**config.mk**
```make
export PLATFORM = sky130hd
export DESIGN_NAME = online_adder_lanes
export DESIGN_NICKNAME = d
export VERILOG_FILES = /design/src/rtl/online_pkg.sv /design/src/rtl/online_adder_lane.sv /design/src/rtl/online_adder_lanes.sv
export SDC_FILE = /design/constraint.sdc
export NUM_CORES = 1
export LEC_CHECK = 0
export CAP_MARGIN = 30
export CORE_ASPECT_RATIO = 0.5
export CORE_MARGIN = 2
export CORE_UTILIZATION = 30
export CTS_BUF_LIST = sky130_fd_sc_hd__clkbuf_16
export DETAILED_ROUTE_END_ITERATION = 10
export GPL_TIMING_DRIVEN = 0
export SYNTH_ARGS = -nofsm -noshare
export SYNTH_HDL_FRONTEND = slang
export SYNTH_HIERARCHICAL = 1
export SYNTH_SLANG_ARGS = --single-unit
```
**constraint.sdc**
```tcl
create_clock -name clk -period 2.6 [get_ports clk]
set_input_delay 0.52 -clock clk [delete_from_list [all_inputs] [get_ports clk]]
set_output_delay 0.52 -clock clk [all_outputs]
set_load 0.05 [all_outputs]
```
**src/rtl/online_pkg.sv**
```systemverilog
// Shared types for the on-line (MSD-first) signed-digit arithmetic stages.
// Holds the borrow-save digit type, the adder framing FSM states and the adder's on-line delay.
package online_pkg;

    localparam int ONLINE_DELAY = 2;

    typedef struct packed {
        logic plus;
        logic minus;
    } sd_digit_t;

    typedef enum logic [1:0] {
        ST_IDLE,
        ST_RUN,
        ST_FLUSH1,
        ST_FLUSH2
    } adder_state_t;

    function automatic logic maj3(input logic a, input logic b, input logic c);
        return (a & b) | (a & c) | (b & c);
    endfunction

endpackage

```
**src/rtl/online_adder_lane.sv**
```systemverilog
// One lane of the radix-2 on-line adder: two carry-free stages plus the
// g / y- / w history and the registered result digit (t appears as z.minus).
module online_adder_lane
    import online_pkg::*;
(
    input  logic      clk,
    input  logic      rst,
    input  logic      advance,
    input  logic      zero_inject,
    input  sd_digit_t x_digit,
    input  sd_digit_t y_digit,
    output sd_digit_t z_digit
);

    logic xp, xm, yp, ym;
    logic h, g, w_next, t_next;
    logic g_reg, y_minus_reg, w_reg;
    sd_digit_t z_reg;

    always_comb begin
        xp = x_digit.plus  & ~zero_inject;
        xm = x_digit.minus & ~zero_inject;
        yp = y_digit.plus  & ~zero_inject;
        ym = y_digit.minus & ~zero_inject;
        // Stage 1: full adder on (x+, ~x-, y+) gives a = 2h - g.
        h = maj3(xp, ~xm, yp);
        g = ~(xp ^ ~xm ^ yp);
        // Stage 2 for the previous position: b = h - g_prev - y-_prev = w - 2t.
        w_next = h ^ g_reg ^ y_minus_reg;
        t_next = maj3(~h, g_reg, y_minus_reg);
    end

    always_ff @(posedge clk) begin
        if (rst) begin
            g_reg       <= 1'b0;
            y_minus_reg <= 1'b0;
            w_reg       <= 1'b0;
            z_reg       <= '0;
        end else if (advance) begin
            g_reg       <= g;
            y_minus_reg <= ym;
            w_reg       <= w_next;
            z_reg       <= '{plus: w_reg, minus: t_next};
        end
    end

    assign z_digit = z_reg;

endmodule

```
**src/rtl/online_adder_lanes.sv**
```systemverilog
// Multi-lane on-line adder with shared valid/ready framing and a two-cycle zero flush.
// Optional ONLINE_ADDER_SUB_EN adds a per-lane sub input (z = x - y), latched on the first slice.
module online_adder_lanes
    import online_pkg::*;
#(
    parameter int LANES  = 4,
    parameter int DIGITS = 8
) (
    input  logic             clk,
    input  logic             rst,
    input  logic             in_valid,
    output logic             in_ready,
    input  logic             in_last,
    input  logic [LANES-1:0] x_plus,
    input  logic [LANES-1:0] x_minus,
    input  logic [LANES-1:0] y_plus,
    input  logic [LANES-1:0] y_minus,
`ifdef ONLINE_ADDER_SUB_EN
    input  logic [LANES-1:0] sub,
`endif
    output logic             out_valid,
    output logic             out_first,
    output logic             out_last,
    output logic [LANES-1:0] z_plus,
    output logic [LANES-1:0] z_minus
);

    adder_state_t     state_reg;
    logic             out_valid_reg, out_first_reg, out_last_reg;
    logic             first_pending_reg;
    logic             advance, zero_inject;
    logic [LANES-1:0] y_swap;

    // Operand length comes from in_last alone; DIGITS only documents the legal range.
    if (DIGITS < 2 || DIGITS > 64) begin : g_digits_out_of_range
    end

    always_comb begin
        in_ready    = (state_reg == ST_IDLE) || (state_reg == ST_RUN);
        zero_inject = !in_ready;
        advance     = in_ready ? in_valid : 1'b1;
    end

`ifdef ONLINE_ADDER_SUB_EN
    logic [LANES-1:0] sub_reg;

    always_ff @(posedge clk) begin
        if (rst) begin
            sub_reg <= '0;
        end else if (state_reg == ST_IDLE && in_valid) begin
            sub_reg <= sub;
        end
    end

    always_comb begin
        y_swap = (state_reg == ST_IDLE) ? sub : sub_reg;
    end
`else
    always_comb begin
        y_swap = '0;
    end
`endif

    always_ff @(posedge clk) begin
        if (rst) begin
            state_reg         <= ST_IDLE;
            out_valid_reg     <= 1'b0;
            out_first_reg     <= 1'b0;
            out_last_reg      <= 1'b0;
            first_pending_reg <= 1'b0;
        end else begin
            case (state_reg)
                ST_IDLE: begin
                    out_valid_reg <= 1'b0;
                    out_first_reg <= 1'b0;
                    out_last_reg  <= 1'b0;
                    if (in_valid) begin
                        first_pending_reg <= 1'b1;
                        state_reg         <= in_last ? ST_FLUSH1 : ST_RUN;
                    end
                end
                ST_RUN: begin
                    out_valid_reg <= in_valid;
                    out_first_reg <= in_valid & first_pending_reg;
                    out_last_reg  <= 1'b0;
                    if (in_valid) begin
                        first_pending_reg <= 1'b0;
                        if (in_last) begin
                            state_reg <= ST_FLUSH1;
                        end
                    end
                end
                ST_FLUSH1: begin
                    out_valid_reg     <= 1'b1;
                    out_first_reg     <= first_pending_reg;
                    out_last_reg      <= 1'b0;
                    first_pending_reg <= 1'b0;
                    state_reg         <= ST_FLUSH2;
                end
                default: begin
                    out_valid_reg     <= 1'b1;
                    out_first_reg     <= first_pending_reg;
                    out_last_reg      <= 1'b1;
                    first_pending_reg <= 1'b0;
                    state_reg         <= ST_IDLE;
                end
            endcase
        end
    end

    assign out_valid = out_valid_reg;
    assign out_first = out_first_reg;
    assign out_last  = out_last_reg;

    for (genvar gi = 0; gi < LANES; gi++) begin : g_lane
        sd_digit_t x_d, y_d, z_d;

        assign x_d = '{plus: x_plus[gi], minus: x_minus[gi]};
        assign y_d = y_swap[gi] ? '{plus: y_minus[gi], minus: y_plus[gi]}
                                : '{plus: y_plus[gi],  minus: y_minus[gi]};

        online_adder_lane u_lane (
            .clk         (clk),
            .rst         (rst),
            .advance     (advance),
            .zero_inject (zero_inject),
            .x_digit     (x_d),
            .y_digit     (y_d),
            .z_digit     (z_d)
        );

        assign z_plus[gi]  = z_d.plus;
        assign z_minus[gi] = z_d.minus;
    end

endmodule

```
==> flow_metrics.tcl, run 1 <==
set metrics [dict create \
    nets 198 \
    fin_crit_sh 0.9120 \
    initial_core_util 0.3128 \
    num_vias 964 \
    dieArea_um2 5205 \
    rsz0062_at_grt "no" \
    synth_nets 161 \
    nFillCells 449 \
    grt_pass1_vias 951 \
    antenna_found_initial 0 \
    diodes 0 \
    hold_path.class "reg -> reg" \
    syn_to_final_growth_pct 35.62 \
    avgRoutedWirePerCell_um 11.20 \
    ys_seq_area_frac 0.3761 \
    synth_area_um2 1384 \
    largest_register_ffs 8 \
    irDropWorstVdd_mv 0.3913 \
    drive_above_1_share 0.2073 \
    worstPathRequired_ns 2.78 \
    dpl.hpwl_mm 1.941 \
    relSlewSlack 0.6664 \
    worstMarginPinSlew_ns 0.4988 \
    synth_flop_cell "dfxtp_1" \
    drtIter0Drc 29 \
    drv_cap 0 \
    endpoint_kind "flop" \
    h-tree-depth 1 \
    synth_seq_cells 26 \
    setup_violations 0 \
    dp_cells 218 \
    async_flop_share 0 \
    crit_path_max_incr_delay_ns 0.42 \
    gp_congestion 0.7088 \
    drt-vias-per-instance 4.362 \
    synth_cell_type_count 24 \
    cts_hold_buf 0 \
    io_buffer_count 31 \
    cpMaxStageDelayCell "fa_1" \
    path_cells "inv_1, ha_1, or2_4, inv_6, nor2b_1, fa_1, inv_1, fa_1, a211oi_2" \
    yosys_warnings 6 \
    cts_buffers 3 \
    fp.dieW_um 100.1 \
    tritoncts "done" \
    grt_max_degree 20 \
    period_minus_slack_ns 2.371 \
    grt_pass1_wl_mm 4.174 \
    critPathKind "reg -> reg" \
    die_h_um 52.03 \
    post-route-util 0.4242 \
    cts.sink_count 26 \
    first_pass_iters 3 \
    fp.coreArea_um2 4424 \
    grt.overflow.total 0 \
    synth_commonest_cells "dfxtp_1, nor2_1, mux2i_1, nor2b_1" \
    synth-edff-count 0 \
    cts-root-buf "clkbuf_16" \
    final_antenna_net_count 0 \
    synth.area.top_cells "dfxtp_1, fa_1, a211oi_2, mux2i_1, nor2_1" \
    outcome "complete, no violations" \
    arrival_ns 2.55 \
    path_clk_slew_ns 0.06 \
    netlist.area_leader.share 0.3761 \
    track_usage 0.1051 \
    path_max_fanout 16 \
    setup_tns_ns 0 \
    post_cts_buffers 0 \
    syn_inst 129 \
    clk_path_buf_depth 2 \
    fmax_mhz 421.7 \
    clock_latency_ns 0.25 \
    fin_cells 221 \
    synth_top_area_cell "dfxtp_1" \
    num_rows 17 \
    startpoint_type "flop" \
    drc 0 \
    avgSynthCellArea_um2 10.73 \
    yosysMostFrequentCell "dfxtp_1" \
    cts.repair.resized 2 \
    final_max_slew_viol_count 0 \
    power_leakage_nw 0.7758 \
    powerDensity_nw_per_um2 1171 \
    hold_viol_final 0 \
    ios 32 \
    fin_skew_ns 0.003741 \
    wl_mm 2.475 \
]
layout by cell type, fill, tap and decap left out, types with 2 or more instances in the layout:
cell type         n
mux2i_1           9
inv_1             7
a211oi_2          8
a21oi_2           5
buf_6             4
clkdlybuf4s50_1  30
nor2_1           23
nand2b_1          4
dfxtp_1          24
ha_1              4
nand3b_2          4
nor2b_1           9
nand2b_4          4
dfxtp_2           2
clkbuf_16         3
and2_1            2
o22ai_1           2
fa_1              8
path summary, 6_finish.rpt:
check	to	cells after the start	start	slack, ns
min	out_first$_SDFF_PP0_	1	first_pending_reg$_SDFFE_PP0P_	0.46
min reg2reg	out_first$_SDFF_PP0_	1	first_pending_reg$_SDFFE_PP0P_	0.46
max	g_lane[2].u_lane/w_reg$_SDFFE_PP0P_	9	state_reg[1]$_SDFFE_PP0P_	0.23
max reg2reg	g_lane[2].u_lane/w_reg$_SDFFE_PP0P_	9	state_reg[1]$_SDFFE_PP0P_	0.23
worst max-delay path: cells and delay by family, from the launching register on:
kind	cells	cell delay, ns
AND/OR/NAND/NOR	2	0.38
flip-flops	1	0.37
buffers and inverters	3	0.27
AO/OA/AOI/OAI	1	0.21
adder cells (fa/ha/maj)	3	1.07
metrics by stage:
step	area, um^2	power, W	hold slack (ns)	setup slack [ns]
after floorplan	1384	0.001581	0.4305	0.03950
final	1877	0.002199	0.4626	0.2289
after global placement	1765	0.001857	0.4437	-0.02726
after global routing	1877	0.002394	0.5060	0.06851
after detailed placement	1793	0.001886	0.4523	-0.03753
after CTS	1869	0.002219	0.4665	0.02962
per-layer routing:
metal | vias to the layer above | global-route usage | share of wire
met4 | 0 | 0.02740 | 0.010
li1 | 497 | - | -
met2 | 13 | 0.2005 | 0.50
met1 | 452 | 0.1175 | 0.46
met5 | - | 0 | 0
met3 | 2 | 0.02957 | 0.033
cell type report:
type | instances | area [um^2] | area share
multi-input combinational | 90 | 787.0 | 0.4193
timing repair buffer | 32 | 336.6 | 0.1793
clock buffer | 3 | 75.07 | 0.04000
inverter | 9 | 38.79 | 0.02067
tap | 57 | 71.32 | 0.03800
sequential | 26 | 523.0 | 0.2787
buffer | 4 | 45.04 | 0.02400
logic make-up after synthesis:
group | count (synthesis) | synth area share
simple gates | 49 | 0.2134
flops | 26 | 0.3761
mux | 9 | 0.06510
fa+ha+maj | 12 | 0.1519
buf+inv | 13 | 0.05696
compound gates | 20 | 0.1365
power by group:
group	switching [W]	internal (W)	total, W
Sequential	0.0000999	0.000544	0.000644
Clock	0.000124	0.000203	0.000327
Combinational	0.000673	0.000554	0.00123
Power figures use the tool's default switching activity.
==> inputs of run 2 (changes only) <==
--- a/config.mk
+++ b/config.mk
@@ -5,6 +5,7 @@
 export SDC_FILE = /design/constraint.sdc
 export NUM_CORES = 1
 export LEC_CHECK = 0
+export ABC_AREA = 1
 export CAP_MARGIN = 30
 export CORE_ASPECT_RATIO = 0.5
 export CORE_MARGIN = 2
==> flow_metrics.tcl, run 2 <==
set metrics [dict create \
    synth_area_um2 1314 \
    wl_mm 2.600 \
    synth_nets 208 \
    cp.buffers_inverters 3 \
    mostFrequentLayoutCells "nor2_1, nand2_1, clkdlybuf4s50_1" \
    synth_commonest_cells "nor2_1, nand2_1, inv_1, dfxtp_1" \
    ys_seq_area_frac 0.3962 \
    critPathKind "reg -> out" \
    endpoint_kind "output port" \
    path_cells "inv_1, ha_1, nor2_4, inv_1, dlygate4sd2_1" \
    grt_pass1_wl_mm 4.623 \
    hold_path.class "reg -> reg" \
    drc 0 \
    grt_max_degree 27 \
    syn_to_final_growth_pct 39.14 \
    critPathMostFrequentCell "inv_1" \
    r2r-start "state_reg[1]$_SDFFE_PP0P_" \
    setup_violations 0 \
    r2r_end "g_lane[1].u_lane/w_reg$_SDFFE_PP0P_" \
    clk_path_buf_depth 2 \
    synth-edff-count 0 \
    diodes 0 \
    first_pass_iters 4 \
    num_rows 16 \
    die_h_um 50.80 \
    worstMarginPinSlew_ns 0.5106 \
    rsz0062_at_grt "no" \
    dieArea_um2 4957 \
    hold_viol_final 0 \
    pre_cts_ws_ns 0.02723 \
    startpoint_type "flop" \
    final_max_slew_viol_count 0 \
    tritoncts "done" \
    synth_cell_type_count 16 \
    worstPathRequired_ns 2.08 \
    irDropWorstVdd_mv 0.4062 \
    ios 32 \
    setup_tns_ns 0 \
    path_max_fanout 14 \
    fin_crit_sh 0.9124 \
    initial_core_util 0.3249 \
    track_usage 0.1186 \
    antenna_found_initial 0 \
    cpMaxStageDelayCell "dlygate4sd2_1" \
    clock_latency_ns 0.26 \
    netlist.area_leader.share 0.3962 \
    drtIter0Drc 42 \
    crit_family "buffers and inverters" \
    drt-vias-per-instance 4.139 \
    dpl.hpwl_mm 1.978 \
    path_clk_slew_ns 0.06 \
    cts_buffers 3 \
    synth_seq_cells 26 \
    io_buffer_count 31 \
    cts.sink_count 26 \
    worstSetupPathDepth 5 \
    fp.dieW_um 97.59 \
    h-tree-depth 1 \
    arrival_ns 1.85 \
    largest_register_ffs 8 \
    avgRoutedWirePerCell_um 9.774 \
    syn_inst 176 \
    num_vias 1101 \
    yosys_warnings 6 \
    hold_end "g_lane[1].u_lane/w_reg$_SDFFE_PP0P_" \
    async_flop_share 0 \
    grt_pass1_vias 1077 \
    final_antenna_net_count 0 \
    outcome "complete, no violations" \
    fin_skew_ns 0.001843 \
    period_minus_slack_ns 2.372 \
    worstRegToRegCells 10 \
    grt.overflow.total 0 \
    relSlewSlack 0.6585 \
    synth.area.top_cells "dfxtp_1, nor2_1, fa_1, nand2_1, inv_1" \
    synth_flop_cell "dfxtp_1" \
    fp.coreArea_um2 4044 \
    gp_congestion 0.8058 \
    fmax_mhz 421.5 \
    synth_top_area_cell "dfxtp_1" \
    r2r_slack_ns 0.23 \
    drive_above_1_share 0.08962 \
    nets 245 \
    cts-root-buf "clkbuf_16" \
    layout_setup_ws_ns 0.2277 \
    power_leakage_nw 0.8701 \
    dpl-instance-area_um2 1719 \
    mostFrequentLayoutCell "nor2_1" \
    hp-start "g_lane[1].u_lane/w_reg$_SDFFE_PP0P_" \
    avgSynthCellArea_um2 7.465 \
    drv_cap 0 \
    design_area_um2 1828 \
    yosysMostFrequentCell "nor2_1" \
    crit_path_max_incr_delay_ns 0.43 \
    powerDensity_nw_per_um2 1322 \
    whs_path_depth 2 \
]
[run 2: cell types whose count changed after synthesis, moves of 9 or more]
cell     change
mux2i_1      -9
nor2_1      +25
inv_1       +19
nand2_1     +30
nor2b_1      -9
[run 2: cell families (layout without fill, tap and decap cells)]
group                    count (synthesis)  after routing  synth area share
AND/OR/NAND/NOR                         86             86            0.2648
adder cells (fa/ha/maj)                 12             12            0.1600
AO/OA/AOI/OAI                           20             20           0.08762
flip-flops                              26             26            0.3962
buffers and inverters                   32             68           0.09143
[run 2: worst max-delay path by stage]
stage	end	startpoint
after floorplan	g_lane[0].u_lane/y_minus_reg$_SDFFE_PP0P_	state_reg[1]$_SDFFE_PP0P_
after global placement	g_lane[3].u_lane/y_minus_reg$_SDFFE_PP0P_	state_reg[1]$_SDFFE_PP0P_
final	in_ready	state_reg[1]$_SDFFE_PP0P_
after global routing	g_lane[1].u_lane/w_reg$_SDFFE_PP0P_	state_reg[1]$_SDFFE_PP0P_
after CTS	in_ready	state_reg[1]$_SDFFE_PP0P_
after detailed placement	in_ready	state_reg[1]$_SDFFE_PP0P_
[run 2: metrics by stage]
step / hold WS, ns / instances / power, W / util
floorplan: 0.4497 / 176 / 0.001613 / -
global placement: 0.4614 / 261 / 0.001922 / 0.4183
detailed placement: 0.4664 / 262 / 0.001987 / 0.4251
CTS: 0.4757 / 266 / 0.002455 / 0.4520
global route: 0.5030 / 266 / 0.002660 / 0.4520
finish: 0.4740 / 266 / 0.002417 / 0.4520
[run 2: area by class of cell]
cell class | count | area [um^2]
flip-flops and latches | 26 | 520.5
inverters | 32 | 120.1
repair buffers | 32 | 336.6
clock inverters | 1 | 30.03
clock buffers | 3 | 75.07
well taps | 54 | 67.56
fillers | 425 | 2216
multi-input cells | 118 | 678.2
[run 2: layer usage]
metal	share of wire	up-vias	GRT usage
met3	0.024	2	0.03343
met2	0.53	8	0.2241
met4	0.0069	0	0.02778
met5	0	-	0
met1	0.44	491	0.1350
li1	-	600	-
[run 2: timing repair]
action / CTS / global route
setup buffers: 0 / 0
setup endpoints to repair: 1 / 0
hold buffers: 0 / 0
gates resized for setup: 2 / 0
[run 2: worst register-to-register path: cells and delay by family, from the launching register on]
kind / cells / cell delay [ns]
adders and majority gates: 3 / 1.12
DFF: 1 / 0.35
buffers and inverters: 2 / 0.18
and+or+nand+nor: 5 / 0.66
[run 2: report_power, final]
part / internal [W] / switching, W / total (W)
Clock: 0.000306 / 0.000137 / 0.000443
Sequential: 0.000556 / 0.0000918 / 0.000648
Combinational: 0.000491 / 0.000836 / 0.00133
==> inputs of run 3 (changes only) <==
--- a/config.mk
+++ b/config.mk
@@ -6,13 +6,14 @@
 export NUM_CORES = 1
 export LEC_CHECK = 0
 export ABC_AREA = 1
-export CAP_MARGIN = 30
+export CAP_MARGIN = 0
 export CORE_ASPECT_RATIO = 0.5
 export CORE_MARGIN = 2
 export CORE_UTILIZATION = 30
 export CTS_BUF_LIST = sky130_fd_sc_hd__clkbuf_16
 export DETAILED_ROUTE_END_ITERATION = 10
 export GPL_TIMING_DRIVEN = 0
+export MAX_ROUTING_LAYER = met4
 export SYNTH_ARGS = -nofsm -noshare
 export SYNTH_HDL_FRONTEND = slang
 export SYNTH_HIERARCHICAL = 1
==> flow_metrics.tcl, run 3 (synthesized netlist as in run 2, its figures left out) <==
set metrics [dict create \
    p_clk_frac 0.187 \
    fmax_mhz 417.1 \
    critPathMostFrequentCell "inv_1" \
    cts_hold_buf 0 \
    r2r-start "state_reg[1]$_SDFFE_PP0P_" \
    dpl.hpwl_mm 1.943 \
    crit_path_max_incr_delay_ns 0.44 \
    syn_to_final_growth_pct 37.24 \
    worstMarginPinSlew_ns 0.6008 \
    path_max_fanout 14 \
    cts.sink_count 26 \
    fin_crit_sh 0.9221 \
    grt_pass1_wl_mm 4.402 \
    largest_register_ffs 8 \
    hp-start "g_lane[3].u_lane/w_reg$_SDFFE_PP0P_" \
    cpMaxStageDelayCell "dlygate4sd2_1" \
    first_pass_iters 4 \
    switching_share 0.4429 \
    post_cts_buffers 0 \
    hold_viol_final 0 \
    startpoint_type "flop" \
    p_int_w 0.001319 \
    whs_path_depth 2 \
    num_vias 1112 \
    ios 32 \
    period_minus_slack_ns 2.397 \
    fp.dieW_um 97.59 \
    gp_congestion 0.8176 \
    worstRegToRegCells 10 \
    initial_core_util 0.3249 \
    mostFrequentLayoutCell "nor2_1" \
    die_h_um 50.80 \
    drv_cap 0 \
    dieArea_um2 4957 \
    dpl-instance-area_um2 1692 \
    fp.coreArea_um2 4044 \
    rsz0062_at_grt "no" \
    cts_buffers 3 \
    arrival_ns 1.88 \
    mostFrequentLayoutCells "nor2_1, nand2_1, clkdlybuf4s50_1" \
    r2r_end "g_lane[1].u_lane/w_reg$_SDFFE_PP0P_" \
    drt-vias-per-instance 4.196 \
    nFillCells 418 \
    power_frac_comb 0.540 \
    clk_path_buf_depth 2 \
    seqPwrFrac 0.273 \
    num_rows 16 \
    relSlewSlack 0.5980 \
    worstPathRequired_ns 2.08 \
    outcome "complete, no violations" \
    powerDensity_nw_per_um2 1314 \
    antenna_found_initial 0 \
    endpoint_kind "output port" \
    final_antenna_net_count 0 \
    post-route-util 0.4459 \
    final_max_slew_viol_count 0 \
    grt.overflow.total 0 \
    wl_mm 2.499 \
    grt_pass1_vias 1048 \
    r2r_slack_ns 0.20 \
    diodes 0 \
    fin_skew_ns 0.002222 \
    drc 0 \
    path_clk_slew_ns 0.06 \
    setup_violations 0 \
    drive_above_1_share 0.09005 \
    clock_latency_ns 0.26 \
    drtIter0Drc 36 \
    hold_path.class "reg -> reg" \
    track_usage 0.1144 \
    power_leakage_nw 0.8572 \
    cts-root-buf "clkbuf_16" \
    avgRoutedWirePerCell_um 9.430 \
    switching_power_w 0.001049 \
    h-tree-depth 1 \
    path_cells "inv_1, ha_1, nor2_4, inv_1, dlygate4sd2_1" \
    hold_end "g_lane[3].u_lane/w_reg$_SDFFE_PP0P_" \
    design_area_um2 1803 \
    multi_input_comb_area_um2 680.7 \
    tritoncts "done" \
    nets 244 \
    regArea_um2 520.5 \
    critPathKind "reg -> out" \
    grt_max_degree 33 \
    irDropWorstVdd_mv 0.3841 \
    io_buffer_count 31 \
]
==> run 3: worst max-delay path by stage <==
| stage | slack (ns) | endpoint | cells after the start | start |
|---|---|---|---|---|
| 3_3_place_gp | 0.04 | g_lane[3].u_lane/y_minus_reg$_SDFFE_PP0P_ | 8 | state_reg[1]$_SDFFE_PP0P_ |
| 2_1_floorplan | 0.27 | g_lane[0].u_lane/y_minus_reg$_SDFFE_PP0P_ | 8 | state_reg[1]$_SDFFE_PP0P_ |
| 6_report | 0.20 | in_ready | 5 | state_reg[1]$_SDFFE_PP0P_ |
| 5_1_grt | 0.02 | g_lane[1].u_lane/w_reg$_SDFFE_PP0P_ | 10 | state_reg[1]$_SDFFE_PP0P_ |
| 3_5_place_dp | -0.005 | g_lane[3].u_lane/y_minus_reg$_SDFFE_PP0P_ | 8 | state_reg[1]$_SDFFE_PP0P_ |
| 4_1_cts | 0.18 | g_lane[3].u_lane/y_minus_reg$_SDFFE_PP0P_ | 8 | state_reg[1]$_SDFFE_PP0P_ |
==> run 3: cell type report <==
type	instances	area share
multi-input combinational	118	0.3775
sequential	26	0.2887
timing repair buffer	31	0.1714
inverter	32	0.06662
clock buffer	3	0.04164
tap	54	0.03747
clock inverter	1	0.01666
==> run 3: power groups by stage <==
stage	clock, W	combinational (W)	sequential, W
2_1_floorplan	0	0.000766	0.000847
3_3_place_gp	0	0.00127	0.000652
3_5_place_dp	0	0.00129	0.000657
4_1_cts	0.000458	0.00130	0.000650
5_1_grt	0.000477	0.00146	0.000674
6_report	0.000444	0.00128	0.000647
==> run 3: critical path: cells and delay by family, from the launching register on <==
| kind | cells | cell delay, ns |
|---|---|---|
| buf+inv | 3 | 0.65 |
| fa+ha+maj | 1 | 0.28 |
| simple gates | 1 | 0.34 |
| flops | 1 | 0.35 |
==> run 3: per-layer routing <==
layer / vias to the layer above / part of all wire / GRT usage
met5: - / 0 / -
met4: 0 / 0.0080 / 0.03472
met3: 2 / 0.029 / 0.03343
met2: 10 / 0.50 / 0.2034
met1: 505 / 0.46 / 0.1273
li1: 595 / - / -
==> run 3: repair_timing <==
action	in CTS	in global routing
endpoints found under the setup margin	3	8
hold endpoints to repair	0	0
resized for setup	2	1
==> run 3: stage by stage <==
step	setup WS [ns]	setup TNS (ns)	instances	hold slack, ns	total power (W)
after CTS	0.1766	0	265	0.4753	0.002403
after floorplan	0.2744	0	176	0.4497	0.001613
after global routing	0.02143	0	265	0.5084	0.002609
final	0.2026	0	265	0.4742	0.002368
after global placement	0.04490	0	261	0.4614	0.001922
after detailed placement	-0.004707	-0.004707	261	0.4662	0.001948
